`src/rtl/fetch_unit.sv`:
```
`default_nettype none
// +----------------------------------------------------------------------------+
// | Module      : fetch_unit                                                   |
// | Description : Instruction fetch sequencer for the 2A03 core. It reads the  |
// |               opcode and up to two operand bytes at the current PC and      |
// |               pulses PCinc once for each byte it accepts. It then presents |
// |               the assembled instruction for one cycle on instr_valid.      |
// | Ports       : clk, reset (async, active-high)                             |
// |               start        - begin a fetch (sampled only while idle)       |
// |               pc_l/pc_h    - current PC, used directly as the address      |
// |               mem_in, rdy  - memory read data / ready (0 stalls a read)    |
// |               op_len       - instruction length decoded from opcode        |
// |               addr, mem_rd, PCinc - combinational memory/PC controls       |
// |               opcode, operand_l, operand_h, instr_valid, busy - registered |
// | Revision    : 1.0 - initial release                                        |
// +----------------------------------------------------------------------------+
module fetch_unit (
  input  logic        clk,
  input  logic        reset,
  input  logic        start,
  input  logic [7:0]  pc_l,
  input  logic [7:0]  pc_h,
  input  logic [7:0]  mem_in,
  input  logic        rdy,
  input  logic [1:0]  op_len,
  output logic [15:0] addr,
  output logic        mem_rd,
  output logic        PCinc,
  output logic [7:0]  opcode,
  output logic [7:0]  operand_l,
  output logic [7:0]  operand_h,
  output logic        instr_valid,
  output logic        busy
);

  typedef enum logic [2:0] {
    S_IDLE     = 3'd0,
    S_FETCH_OP = 3'd1,
    S_LEN      = 3'd2,
    S_FETCH_LO = 3'd3,
    S_FETCH_HI = 3'd4,
    S_DONE     = 3'd5
  } state_t;

  state_t     r_state;
  logic       r_need_hi;
  logic [7:0] r_opcode;
  logic [7:0] r_operand_l;
  logic [7:0] r_operand_h;
  logic       r_instr_valid;
  logic       r_busy;

  logic       w_mem_rd;
  logic       w_accept;

  // A read is in flight in any of the three fetch states; a byte is consumed
  // (and the PC told to advance) only when memory is ready in that cycle.
  assign w_mem_rd = (r_state == S_FETCH_OP) || (r_state == S_FETCH_LO) ||
                    (r_state == S_FETCH_HI);
  assign w_accept = w_mem_rd & rdy;

  assign addr        = {pc_h, pc_l};
  assign mem_rd      = w_mem_rd;
  assign PCinc       = w_accept;
  assign opcode      = r_opcode;
  assign operand_l   = r_operand_l;
  assign operand_h   = r_operand_h;
  assign instr_valid = r_instr_valid;
  assign busy        = r_busy;

  always_ff @(posedge clk or posedge reset) begin
    if (reset) begin
      r_state       <= S_IDLE;
      r_need_hi     <= 1'b0;
      r_opcode      <= 8'h00;
      r_operand_l   <= 8'h00;
      r_operand_h   <= 8'h00;
      r_instr_valid <= 1'b0;
      r_busy        <= 1'b0;
    end else begin
      // instr_valid is a single-cycle pulse; only the transitions into DONE
      // below raise it again.
      r_instr_valid <= 1'b0;
      case (r_state)
        S_IDLE: begin
          if (start) begin
            r_state     <= S_FETCH_OP;
            r_busy      <= 1'b1;
            // Short instructions must report unused operand bytes as zero.
            r_operand_l <= 8'h00;
            r_operand_h <= 8'h00;
          end
        end
        S_FETCH_OP: begin
          if (rdy) begin
            r_opcode <= mem_in;
            r_state  <= S_LEN;
          end
        end
        S_LEN: begin
          // op_len is decoded from the opcode latched on the previous edge,
          // so it is only trustworthy from this state on.
          r_need_hi <= (op_len == 2'd3);
          if (op_len[1]) begin
            r_state <= S_FETCH_LO;
          end else begin
            r_state       <= S_DONE;
            r_instr_valid <= 1'b1;
          end
        end
        S_FETCH_LO: begin
          if (rdy) begin
            r_operand_l <= mem_in;
            if (r_need_hi) begin
              r_state <= S_FETCH_HI;
            end else begin
              r_state       <= S_DONE;
              r_instr_valid <= 1'b1;
            end
          end
        end
        S_FETCH_HI: begin
          if (rdy) begin
            r_operand_h   <= mem_in;
            r_state       <= S_DONE;
            r_instr_valid <= 1'b1;
          end
        end
        S_DONE: begin
          // A start seen here is dropped; the next fetch needs start in IDLE.
          r_state <= S_IDLE;
          r_busy  <= 1'b0;
        end
        default: begin
          r_state <= S_IDLE;
          r_busy  <= 1'b0;
        end
      endcase
    end
  end

endmodule
`default_nettype wire

```
`config.mk`:
```
export PLATFORM = sky130hd
export DESIGN_NAME = fetch_unit
export DESIGN_NICKNAME = d
export VERILOG_FILES = /design/src/rtl/fetch_unit.sv
export SDC_FILE = /design/constraint.sdc
export NUM_CORES = 1
export LEC_CHECK = 0
export ABC_AREA = 1
export BUFFER_PORTS_ARGS = -buffer_cell sky130_fd_sc_hd__buf_4
export CORE_ASPECT_RATIO = 0.6
export CORE_MARGIN = 2
export CORE_UTILIZATION = 45
export CTS_CLUSTER_DIAMETER = 80
export DETAILED_ROUTE_END_ITERATION = 10
export GPL_TIMING_DRIVEN = 0
export PLACE_DENSITY = 0.77
export SYNTH_ARGS = -nofsm -noshare
export SYNTH_HDL_FRONTEND = slang
export SYNTH_SLANG_ARGS = --single-unit
```
`constraint.sdc`:
```
create_clock -name clk -period 2.2 [get_ports clk]
set_input_delay 0.44 -clock clk [delete_from_list [all_inputs] [get_ports clk]]
set_output_delay 0.44 -clock clk [all_outputs]
set_load 0.05 [all_outputs]
```
==> impl_metrics.py <==
metrics = {
    "run_status": {
        "outcome": "completed",
    },
    "power_and_ir_drop": {
        "ir_worst_vdd_uv": 903.9,
        "internal_power_mw": 1.547,
        "p_sw_mw": 1.653,
        "clkPwrFrac_pct": 13.9,
        "cellPowerDensity_mw_per_mm2": 1565,
        "seqPwrFrac_pct": 29.1,
        "finalPower_mw": 3.200,
        "switching_share_pct": 51.65,
        "p_leak_nw": 1.185,
        "combinationalPowerShare_pct": 56.9,
    },
    "job": {
        "maxCapViolCount": 0,
    },
    "final_layout": {
        "regArea_um2": 750.7,
        "drive_gt1_share_pct": 43.22,
        "antenna-diode-count": 0,
        "nNetsFinal": 265,
        "stdcell_area_mm2": 0.002044,
        "synthToLayoutAreaGrowth_pct": 39.18,
        "nFillCells": 294,
        "final_core_util_pct": 64.23,
        "multi_input_area_um2": 515.5,
    },
    "clock_network": {
        "cts_sinks": 30,
        "cts_root_buf": "clkbuf_8",
        "cts.reportedPaths.clkPinSlew_ns": 0.06,
        "clk-insertion-delay-late_ns": 0.28,
        "hold_buffers": 0,
        "h-tree-depth": 2,
        "cts_resized": 0,
        "cts_setup_buffers": 0,
        "cts.path.max_buffers": 2,
        "cts_tree": "built",
        "cts_buffers": 5,
    },
    "timing": {
        "worst_slew_pin_slew_ns": 1.069,
        "final_max_slew_viol_count": 0,
        "slew_headroom_pct": 28.68,
        "hold_violations": 0,
        "final.min_clock_period_ns": 1.951,
        "setup_viol": 0,
        "fin_worst_skew_ns": 0.006480,
        "fmax_mhz": 512.5,
        "final.period_utilization_pct": 88.70,
        "rsz0062_at_grt": "false",
        "finalWorstSetupSlack_ns": 0.2486,
        "tns_ns": 0,
    },
    "die": {
        "die_h_um": 48.26,
        "start_util_pct": 46.15,
        "ioPinCount": 74,
        "core_area_mm2": 0.003183,
        "die_area_mm2": 0.003752,
        "num_rows": 16,
        "fp.dieW_um": 77.76,
    },
    "synth": {
        "synth.distinct_cells": 19,
        "synth_top_area_share_pct": 51.11,
        "avgSynthCellArea_um2": 8.590,
        "synth.area.top_cells": "dfrtp_1, nand2_1, buf_4, o21ai_2, inv_1",
        "netlist_instances": 171,
        "synth_area_leader_cell": "dfrtp_1",
        "synth_edf_count": 0,
        "yosys_warnings": 0,
        "ys.flop_type": "dfrtp_1",
        "syn_area_mm2": 0.001469,
        "synth_commonest_cells": "nand2_1, dfrtp_1, inv_1",
        "seq_area_frac_synth_pct": 51.11,
        "yosysMostFrequentCell": "nand2_1",
        "synth_nets": 201,
        "yosys_register_bits": 30,
        "async_flop_share_pct": 100.0,
    },
    "grt": {
        "grt-ovfl-total": 0,
        "grt_pass1_vias": 1068,
        "grt_max_degree": 31,
        "antenna_found_initial": 0,
        "grtUsageTotal_pct": 18.75,
        "grt_pass1_wl_um": 5119,
    },
    "place": {
        "place_congestion": 0.8376,
        "dp_hpwl_um": 2523,
        "place_area_mm2": 0.001953,
        "io_buffers": 57,
        "dpl_worst_slack_ns": 0.5568,
    },
    "hold_path": {
        "hp-class": "input pin to flop",
    },
    "detailed_routing": {
        "drt_wl_total_um": 3260,
        "drt_iter0_drc": 82,
        "firstDrtPassIters": 4,
        "drt-wirelength-per-cell_um": 11.60,
        "ant_nets": 0,
        "viasPerCell": 4.502,
        "drc": 0,
        "vias": 1265,
    },
    "worst_setup_path": {
        "required_ns": 1.76,
        "path_max_fanout": 7,
        "cp_cell_sequence": "nor2_4 > nand2_1 > a21oi_1 > buf_4",
        "crit_path_top_delay_cell": "dfrtp_1",
        "startpoint_type": "flop",
        "crit_type": "flop to output port",
        "endpoint_kind": "output port",
        "r2r_slack_ns": 0.84,
        "critPathArrivalTime_ns": 1.51,
        "max_stage_delay_ns": 0.49,
    },
}
[worst max-delay path, delay by kind of cell, from the launching register on]
family	cells	cell delay (ns)
buf+inv	1	0.21
flops	1	0.49
compound gates	1	0.16
simple gates	2	0.37
[power by group through the flow]
stage / Sequential [mW] / Clock [mW] / Combinational (mW)
2_1_floorplan: 1.57 / 0 / 0.654
3_3_place_gp: 0.935 / 0 / 1.81
3_5_place_dp: 0.936 / 0 / 1.83
4_1_cts: 0.930 / 0.457 / 1.84
5_1_grt: 0.965 / 0.482 / 1.97
6_report: 0.932 / 0.446 / 1.82
[final timing paths]
| kind | startpoint | end | cells after the start |
|---|---|---|---|
| hold / removal | mem_in[2] | operand_h[2] | 3 |
| max in group asynchronous | reset | busy | 2 |
| min in group asynchronous | reset | r_need_hi | 2 |
| setup reg to reg | r_state[0] | operand_l[2] | 6 |
| hold reg to reg | operand_h[3] | operand_h[3] | 2 |
| setup / recovery | r_state[0] | PCinc | 4 |
[cell type report]
class	count	area share, %
plain buffers	17	6.426
clock buffers	7	4.223
clock inverters	1	0.2448
inverters	19	3.488
multi-input cells	105	25.21
flip-flops and latches	30	36.72
well taps	45	2.754
repair buffers	57	20.93
[per-layer routing]
layer,global-route usage (%),vias up,part of all wire [%]
met5,0,-,0
met4,6.786,0,0.83
met3,5.926,3,8.2
met2,27.24,45,44
met1,26.86,577,47
li1,-,640,-
[through the flow]
stage | hold slack, ns | std cells
final | 0.3794 | 281
after floorplan | 0.5160 | 171
after detailed placement | 0.4607 | 273
after global routing | 0.3839 | 281
after global placement | 0.4599 | 273
after CTS | 0.3748 | 281
[cells by family after synthesis]
logic type	count (synthesis)	synth area share [%]
AOI/OAI and AO/OA	15	7.155
DFF	30	51.11
buffers and inverters	36	13.80
and+or+nand+nor	90	27.94
[placed cells by master (no fill, tap or decap)]
cell	instances
nand3_2	2
nand3b_1	1
clkinv_2	1
nand2_1	70
o21ai_0	3
buf_6	1
nand3_4	1
buf_4	73
nand2_2	4
clkbuf_1	1
inv_1	17
nor3_2	1
nor2_4	2
nor2_1	2
nand3_1	5
clkbuf_8	6
inv_2	2
o21ai_2	8
a21oi_1	4
nor2_2	1
dfrtp_1	30
nand4_1	1
[sequential cells by signal (all words and copies together) (netlist names)]
signal / cells
r_state: 3
instr_valid: 1
operand_l: 8
operand_h: 8
r_need_hi: 1
opcode: 8
busy: 1
(Power assumes the default switching activity.)
